[src/rtl/cam_pkg.sv]
// Shared types and constants for the DVP camera capture stage.
package cam_pkg;

  localparam int H_ACTIVE_DEF = 640;
  localparam int V_ACTIVE_DEF = 480;
  localparam int X_W          = 10;
  localparam int Y_W          = 9;

  typedef enum logic [1:0] {
    ST_IDLE    = 2'd0,
    ST_WAIT_VS = 2'd1,
    ST_CAPTURE = 2'd2
  } cam_state_e;

  typedef struct packed {
    logic [4:0] r;
    logic [5:0] g;
    logic [4:0] b;
  } rgb565_t;

  // First camera byte lands in the upper half of the pixel word.
  function automatic rgb565_t pack_rgb565(input logic [7:0] hi, input logic [7:0] lo);
    return rgb565_t'({hi, lo});
  endfunction

endpackage

[src/rtl/cam_sync_edge.sv]
// Synchroniser chain for a bundle of asynchronous camera signals, followed by
// a registered level plus rise/fall pulses that all describe the same sample.
module cam_sync_edge
  import cam_pkg::*;
#(
  parameter int W      = 11,
  parameter int STAGES = 2
) (
  input  logic         clk,
  input  logic         rst_n,
  input  logic [W-1:0] i_async,
  output logic [W-1:0] o_level,
  output logic [W-1:0] o_rise,
  output logic [W-1:0] o_fall
);

  logic [W-1:0] r_sync [STAGES];
  logic [W-1:0] r_q;
  logic [W-1:0] r_rise;
  logic [W-1:0] r_fall;

  // Metastability chain: every bit passes through STAGES flops.
  always_ff @(posedge clk or negedge rst_n) begin
    if (!rst_n) begin
      for (int i = 0; i < STAGES; i++) r_sync[i] <= '0;
    end else begin
      r_sync[0] <= i_async;
      for (int i = 1; i < STAGES; i++) r_sync[i] <= r_sync[i-1];
    end
  end

  // Edge detection: level and edge pulses are registered together so that
  // data/href/vsync stay aligned with the pclk edge they accompany.
  always_ff @(posedge clk or negedge rst_n) begin
    if (!rst_n) begin
      r_q    <= '0;
      r_rise <= '0;
      r_fall <= '0;
    end else begin
      r_q    <= r_sync[STAGES-1];
      r_rise <= r_sync[STAGES-1] & ~r_q;
      r_fall <= ~r_sync[STAGES-1] & r_q;
    end
  end

  assign o_level = r_q;
  assign o_rise  = r_rise;
  assign o_fall  = r_fall;

endmodule

[src/rtl/cam_capture.sv]
// DVP camera capture: oversamples PCLK/HREF/VSYNC/D on the system clock and
// assembles RGB565 pixels with coordinates and frame/line markers.
// Optional CAM_CAPTURE_STATS_EN adds frame_cnt and last_line_cnt outputs.
module cam_capture
  import cam_pkg::*;
#(
  parameter int H_ACTIVE       = H_ACTIVE_DEF,
  parameter int V_ACTIVE       = V_ACTIVE_DEF,
  parameter int SYNC_STAGES    = 2,
  parameter int VS_ACTIVE_HIGH = 1
) (
  input  logic           clk,
  input  logic           reset,
  input  logic           enable,
  input  logic           cam_pclk,
  input  logic           cam_vsync,
  input  logic           cam_href,
  input  logic [7:0]     cam_d,
  output logic           pix_valid,
  output logic [15:0]    pix_data,
  output logic [X_W-1:0] pix_x,
  output logic [Y_W-1:0] pix_y,
  output logic           sof,
  output logic           eol,
  output logic           frame_done,
  output logic           line_err
`ifdef CAM_CAPTURE_STATS_EN
  ,
  output logic [15:0]    frame_cnt,
  output logic [9:0]     last_line_cnt
`endif
);

  localparam logic [X_W-1:0] X_MAX  = X_W'(H_ACTIVE);
  localparam logic [X_W-1:0] X_LAST = X_W'(H_ACTIVE - 1);
  localparam logic [Y_W-1:0] Y_MAX  = Y_W'(V_ACTIVE);

  // VSYNC is normalised to "blanking active = 1" before synchronising, so the
  // reset value of the chain always reads as inactive and never fakes an edge.
  logic        w_vs_raw;
  logic [10:0] w_level;
  logic [10:0] w_rise;
  logic [10:0] w_fall;
  logic        w_unused;

  assign w_vs_raw = (VS_ACTIVE_HIGH != 0) ? cam_vsync : ~cam_vsync;

  cam_sync_edge #(
    .W      (11),
    .STAGES (SYNC_STAGES)
  ) u_sync (
    .clk     (clk),
    .rst_n   (reset),
    .i_async ({w_vs_raw, cam_href, cam_pclk, cam_d}),
    .o_level (w_level),
    .o_rise  (w_rise),
    .o_fall  (w_fall)
  );

  logic [7:0] w_byte;
  logic       w_pclk_rise;
  logic       w_href;
  logic       w_href_fall;
  logic       w_vs_act;
  logic       w_vs_assert;
  logic       w_vs_deassert;

  assign w_byte        = w_level[7:0];
  assign w_pclk_rise   = w_rise[8];
  assign w_href        = w_level[9];
  assign w_href_fall   = w_fall[9];
  assign w_vs_act      = w_level[10];
  assign w_vs_assert   = w_rise[10];
  assign w_vs_deassert = w_fall[10];
  assign w_unused      = ^{w_rise[7:0], w_rise[9], w_fall[8:0]};

  cam_state_e     r_state;
  logic [X_W-1:0] r_x;
  logic [Y_W-1:0] r_y;
  logic           r_phase;
  logic [7:0]     r_hi;
  logic           r_pix_valid;
  rgb565_t        r_pix_data;
  logic [X_W-1:0] r_pix_x;
  logic [Y_W-1:0] r_pix_y;
  logic           r_sof;
  logic           r_eol;
  logic           r_frame_done;
  logic           r_line_err;

  // Capture FSM, byte pairing, coordinate counters and registered outputs.
  always_ff @(posedge clk or negedge reset) begin
    if (!reset) begin
      r_state      <= ST_IDLE;
      r_x          <= '0;
      r_y          <= '0;
      r_phase      <= 1'b0;
      r_hi         <= 8'h00;
      r_pix_valid  <= 1'b0;
      r_pix_data   <= '0;
      r_pix_x      <= '0;
      r_pix_y      <= '0;
      r_sof        <= 1'b0;
      r_eol        <= 1'b0;
      r_frame_done <= 1'b0;
      r_line_err   <= 1'b0;
    end else begin
      r_pix_valid  <= 1'b0;
      r_sof        <= 1'b0;
      r_eol        <= 1'b0;
      r_frame_done <= 1'b0;
      case (r_state)
        ST_IDLE: begin
          if (enable) r_state <= ST_WAIT_VS;
          else        r_state <= ST_IDLE;
        end
        ST_WAIT_VS: begin
          // Only a blanking-to-active transition starts a frame, never mid-frame.
          if (w_vs_deassert) begin
            r_x     <= '0;
            r_y     <= '0;
            r_phase <= 1'b0;
            r_state <= ST_CAPTURE;
          end else begin
            r_state <= ST_WAIT_VS;
          end
        end
        ST_CAPTURE: begin
          if (w_vs_assert) begin
            // Frame ends; any partial line is abandoned without error.
            r_frame_done <= 1'b1;
            r_x          <= '0;
            r_phase      <= 1'b0;
            r_state      <= enable ? ST_WAIT_VS : ST_IDLE;
          end else if (w_href_fall) begin
            if (r_phase || ((r_x != '0) && (r_x < X_MAX))) r_line_err <= 1'b1;
            if ((r_x != '0) && (r_y < Y_MAX)) r_y <= r_y + Y_W'(1);
            r_x     <= '0;
            r_phase <= 1'b0;
          end else if (w_pclk_rise && w_href && !w_vs_act && (r_y < Y_MAX)) begin
            if (!r_phase) begin
              r_hi    <= w_byte;
              r_phase <= 1'b1;
            end else begin
              r_phase <= 1'b0;
              if (r_x < X_MAX) begin
                r_pix_valid <= 1'b1;
                r_pix_data  <= pack_rgb565(r_hi, w_byte);
                r_pix_x     <= r_x;
                r_pix_y     <= r_y;
                r_sof       <= (r_x == '0) && (r_y == '0);
                r_eol       <= (r_x == X_LAST);
                r_x         <= r_x + X_W'(1);
                if ((r_x == '0) && (r_y == '0)) r_line_err <= 1'b0;
              end else begin
                r_line_err <= 1'b1;
              end
            end
          end
        end
        default: r_state <= ST_IDLE;
      endcase
    end
  end

`ifdef CAM_CAPTURE_STATS_EN
  logic [15:0] r_frame_cnt;
  logic [9:0]  r_last_line_cnt;

  // Frame statistics, updated on the same condition that pulses frame_done.
  always_ff @(posedge clk or negedge reset) begin
    if (!reset) begin
      r_frame_cnt     <= 16'h0000;
      r_last_line_cnt <= 10'd0;
    end else if ((r_state == ST_CAPTURE) && w_vs_assert) begin
      r_frame_cnt     <= r_frame_cnt + 16'd1;
      r_last_line_cnt <= 10'(r_y);
    end else begin
      r_frame_cnt     <= r_frame_cnt;
      r_last_line_cnt <= r_last_line_cnt;
    end
  end

  assign frame_cnt     = r_frame_cnt;
  assign last_line_cnt = r_last_line_cnt;
`endif

  assign pix_valid  = r_pix_valid;
  assign pix_data   = r_pix_data;
  assign pix_x      = r_pix_x;
  assign pix_y      = r_pix_y;
  assign sof        = r_sof;
  assign eol        = r_eol;
  assign frame_done = r_frame_done;
  assign line_err   = r_line_err;

endmodule
[config.mk]
export PLATFORM = sky130hd
export DESIGN_NAME = cam_capture
export DESIGN_NICKNAME = d
export VERILOG_FILES = /design/src/rtl/cam_pkg.sv /design/src/rtl/cam_sync_edge.sv /design/src/rtl/cam_capture.sv
export SDC_FILE = /design/constraint.sdc
export NUM_CORES = 1
export LEC_CHECK = 0
export BUFFER_PORTS_ARGS = -buffer_cell sky130_fd_sc_hd__buf_2
export CORE_AREA = 2 2 96 98
export CTS_CLUSTER_SIZE = 40
export DETAILED_ROUTE_END_ITERATION = 10
export DIE_AREA = 0 0 98 100
export PLACE_DENSITY = 0.69
export SYNTH_ARGS = -nofsm -noshare
export SYNTH_HDL_FRONTEND = slang
export SYNTH_SLANG_ARGS = --single-unit
[constraint.sdc]
create_clock -name clk -period 2.9 [get_ports clk]
set_clock_uncertainty 0.2 [all_clocks]
set_input_delay 0.145 -clock clk [delete_from_list [all_inputs] [get_ports clk]]
set_output_delay 0.145 -clock clk [all_outputs]
set_load 0.1 [all_outputs]
After elaboration in Yosys (flattened, before gate mapping)
Cells that the tools add are included.
Word-level totals
  input bits: 14
  output and inout bits: 40
  logic and storage cells: 113
  register bits: 125
Cells by class
  add/sub/neg operators: 2
  reductions and logical operators: 21
  muxes and demuxes: 48
  magnitude comparators: 2
  eq/ne operators: 13
  bitwise operators: 7
Operators with widths (count)
  2-to-1 mux 10 bit: 6
  2-to-1 mux 9 bit: 4
  2-to-1 mux 1 bit: 32
  AND 11 bit: 2
  inverter 11 bit: 2
  one-hot mux 10 bit (2 select lines): 1
  one-hot mux 9 bit (2 select lines): 1
  AND reduction 5 bit: 3
  != test 4 x 2 -> 1 bit, second input constant: 3
  AND reduction 6 bit: 2
  adder 10 x 1 -> 10 bit, second input constant: 1
  equality test 10 bit, second input constant: 1
  logical NOT 10 bit: 1
  < comparator 10 bit, second input constant: 1
  nonzero test 10 bit: 1
  adder 9 x 1 -> 9 bit, second input constant: 1
  logical NOT 9 bit: 1
  < comparator 9 bit, second input constant: 1
  logical AND 1 bit: 6
  != test 2 x 1 -> 1 bit, second input constant: 3
  != test 2 bit, second input constant: 3
  one-hot mux 2 bit (3 select lines): 1
  nonzero test 2 bit: 3
  2-to-1 mux 2 bit: 2
  9 further kinds: 11

Depth between registers and ports, before layout
  depth after elaboration: 8
  gate-level depth with buffers: 8

Hierarchy
A second synthesis with hierarchy kept.
Unflattened totals
  cells, all modules: 331
  area, all modules: 4847.1 um2
By module, submodules not included
  cam_capture: area each 3278.1 um2, instances 1, cells an instance 254
  cam_sync_edge: area each 1569.0 um2, instances 1, cells an instance 77

Worst setup path after synthesis
OpenSTA, ideal clock, no wires.
  path kind: flip-flop to flip-flop
  from: register r_state[0]
  to: register r_pix_x[0], in the netlist pix_x[0]
  arrival time: 1.961 ns
  cell stages (with the launch flop): 7
  setup slack: 0.613 ns
  cells stage by stage: dfrtp_1 > inv_1 > ha_1 > or3b_4 > nor3_4 > buf_6 > mux2_2
Between the ends
  longest elaborated chain between the ends: 2
RTL lines
  start: declaration: RTL line cam_capture.sv:77  | cam_state_e r_state;
  start signal: assignment: RTL line cam_capture.sv:134  | r_state <= enable ? ST_WAIT_VS : ST_IDLE;
  equality test 2 bit: RTL line cam_capture.sv:112  | case (r_state)
  AND reduction 6 bit (no line)
  end signal: assignment: RTL line cam_capture.sv:149  | r_pix_x <= r_x;
  end: declaration: RTL line cam_capture.sv:84  | logic [X_W-1:0] r_pix_x;
Every way passes these cells.
A chain may end at the register's enable or synchronous reset.

Worst setup path in the final report
  from: register r_state[0]
  to: register r_pix_data, in the netlist pix_data[0]
Between the ends
  longest elaborated chain between the ends: 2
RTL lines
  equality test 2 bit: RTL line cam_capture.sv:112
  AND reduction 6 bit (no line)
  end signal: assignment: RTL line cam_capture.sv:148  | r_pix_data <= pack_rgb565(r_hi, w_byte);
  end: declaration: RTL line cam_capture.sv:83  | rgb565_t r_pix_data;
Every way passes these cells.

==> run metrics <==
status=finished, final reports clean; CTS tree=done; final setup TNS=0 ps; ys async rst share=100%; top-count cell post-synth=dfrtp_1; top-level I/O count=54; hold violation count in the final report=0; area growth from synthesis to layout=17.7%; Seq pwr share=57.1%; Clock power frac=32.9%; cell area after synthesis=0.00427 sq mm; kind of critical path=reg -> reg; P_leak=2.50 nW; unrepaired setup endpoints after global routing=false; post-DP HPWL=5.16 mm; worst-path cell chain=inv_1 -> ha_1 -> or3b_4 -> nor3_4 -> buf_12 -> mux2_2; first-pass GRT wire length=13.2 mm; Final Max Slew Viols=0; ys flop type=dfrtp_1; vias in the first global route=approximately 2800; Die W=slightly below 100 um; WHS=95.3 ps; row count=35; area share of the largest cell type after synthesis=62.7%; pin count of the biggest net entering global routing=67; worst-margin pin slew=between 500 and 600 ps; placed cell count=475; final WL=7.69 mm; Initial Util=48.1%; CP startpoint kind=register; CP Data Required Time=2950 ps; Max Cap Viol=0; Remaining DRCs=0; Sink Count=107; post_cts resized=0; Clock transition at path regs=110 ps; die area=0.00980 sq mm; setup violators final=0; initial antenna violation count=0; sequential area share after synthesis=62.7%; Int Pwr=slightly below 2 mW; Antenna diodes=0; TritonCTS buffer count=9; Period minus WS final=2340 ps; worst-path maximum fanout=36; post-layout util=56.6%; r2r setup slk=560 ps; Crit path largest cell delay=440 ps; drt wl/cell=15.3 um; Seq cells post-synth=107; worst vdd ir=0.336 mV; Fillers=735; final antenna-violating net count=0; worst hold path type=in -> async; routability congestion estimate=0.774; Critical Path Sink Type=register; DR vias/cell=around 5.5; YS warnings=0; largest cells by area after synthesis=dfrtp_1, mux2_2, ha_1, nand2_1, nand3_1; htree depth=3; area of the multi-input gates=about 0.0015 sq mm; Pre-antenna DRT Iters=6; P per Cell Area=547 mW/mm^2; input/output buffers=53; max_slew headroom=around 65%; GRT overflow=0; via count=2786; number of synthesized flops with an enable pin=0; root buffer selected by CTS=clkbuf_8; WP data arrival=2390 ps; post-synthesis instance total=315; average instance area after synthesis=about 14 sq um; FMAX=approximately 0.43 GHz; CTS Buffer Depth=2; DRT iter0 DRCs=~150; ratio of final minimum period to clock period=80.7%; fin nets=just over 400; CP max stage cell=or3b_4; Design Power=approximately 2.7 mW; share of post-route cells with drive strength above 1=31.6%; Logic pwr share=10.0%; Netlist cell types=51; Core ar.=around 0.0089 sq mm; P_sw=763 uW; Post-synth top cells=dfrtp_1, mux2_2, nand2_1; Total GRT Usage=16.6%; sw frac=27.8%; Vert. Die Dim=100 um; area occupied by registers=0.00268 sq mm; Yosys top cell by area=dfrtp_1; final non-filler cell total=504; syn nets=337; clock latency on the worst-skew pair=370 ps
worst max-delay path, delay by kind of cell (launching register included):
family	cells	cell delay, ps
AND/OR/NAND/NOR	2	670
flip-flops	1	430
multiplexers	1	370
adder cells (fa/ha/maj)	1	220
buffers and inverters	2	330
path summary, 6_finish.rpt:
check	end	cells after the start	start
max	pix_data[0]	6	r_state[0]
max reg2reg	pix_data[0]	6	r_state[0]
min	r_y[5]	2	reset
min in group clk	u_sync.r_sync[4]	0	u_sync.r_sync[15]
max in group asynchronous	pix_x[6]	3	reset
min reg2reg	u_sync.r_sync[4]	0	u_sync.r_sync[15]
power by group through the flow:
stage | Clock (mW) | Sequential [mW] | Combinational (mW)
6_report | 0.904 | 1.57 | 0.274
5_1_grt | 1.00 | 1.58 | 0.304
4_1_cts | 0.940 | 1.57 | 0.274
3_5_place_dp | 0 | 1.60 | 0.260
3_3_place_gp | 0 | 1.60 | 0.246
2_1_floorplan | 0 | 1.60 | 0.162
cell usage in the layout (no fill, tap or decap), types with 7 or more instances in the layout:
| cell | netlist | layout |
|---|---|---|
| dlygate4sd3_1 | 0 | 13 |
| inv_1 | 11 | 11 |
| buf_2 | 2 | 52 |
| mux2_2 | 39 | 39 |
| nand2_1 | 22 | 22 |
| clkbuf_8 | 0 | 9 |
| nand3_1 | 13 | 13 |
| buf_4 | 1 | 7 |
| o211ai_1 | 8 | 8 |
| ha_1 | 8 | 8 |
| dfrtp_1 | 107 | 107 |
stage by stage:
stage,setup slack (ps),cell area [sq um]
2_1_floorplan,613,4270
3_3_place_gp,633,4690
5_1_grt,428,5030
3_5_place_dp,558,4690
4_1_cts,534,5030
6_report,560,5030
registers in the layout, indices dropped and copies added, names as in the netlist, 8 cells and up:
signal	cells
u_sync.r_sync	22
pix_data	16
u_sync.o_level	11
pix_x	10
r_x	10
pix_y	9
r_y	9
r_hi	8
per-layer routing:
| metal | GRT usage, % | vias up | wire length (um) |
|---|---|---|---|
| met5 | 0 | - | 0 |
| met4 | 6.94 | 0 | 119 |
| met3 | 3.76 | 9 | 397 |
| met2 | 26.9 | 82 | 3810 |
| met1 | 22.0 | 1389 | 3360 |
| li1 | - | 1306 | - |
final cells by class:
| cell class | instances | area share, % |
|---|---|---|
| clock inverter | 7 | 1.67 |
| multi-input combinational | 185 | 29.4 |
| clock buffer | 9 | 2.46 |
| tap | 111 | 2.76 |
| inverter | 11 | 0.821 |
| sequential | 107 | 53.3 |
| timing repair buffer | 74 | 9.61 |
cell families (layout without fill, tap and decap cells):
family / Yosys count / in the layout / share of synthesized area [%]
DFF: 107 / 107 / 62.7
buffers and inverters: 23 / 101 / 2.69
and+or+nand+nor: 88 / 88 / 12.5
muxes: 45 / 45 / 11.8
adders and majority gates: 8 / 8 / 2.34
AOI/OAI and AO/OA: 44 / 44 / 7.94
repair_timing:
action / CTS / global route
buffers inserted: 0 / 0
hold buffers: 13 / 0
hold endpoints to repair: 53 / 0
(Power assumes the default switching activity.)
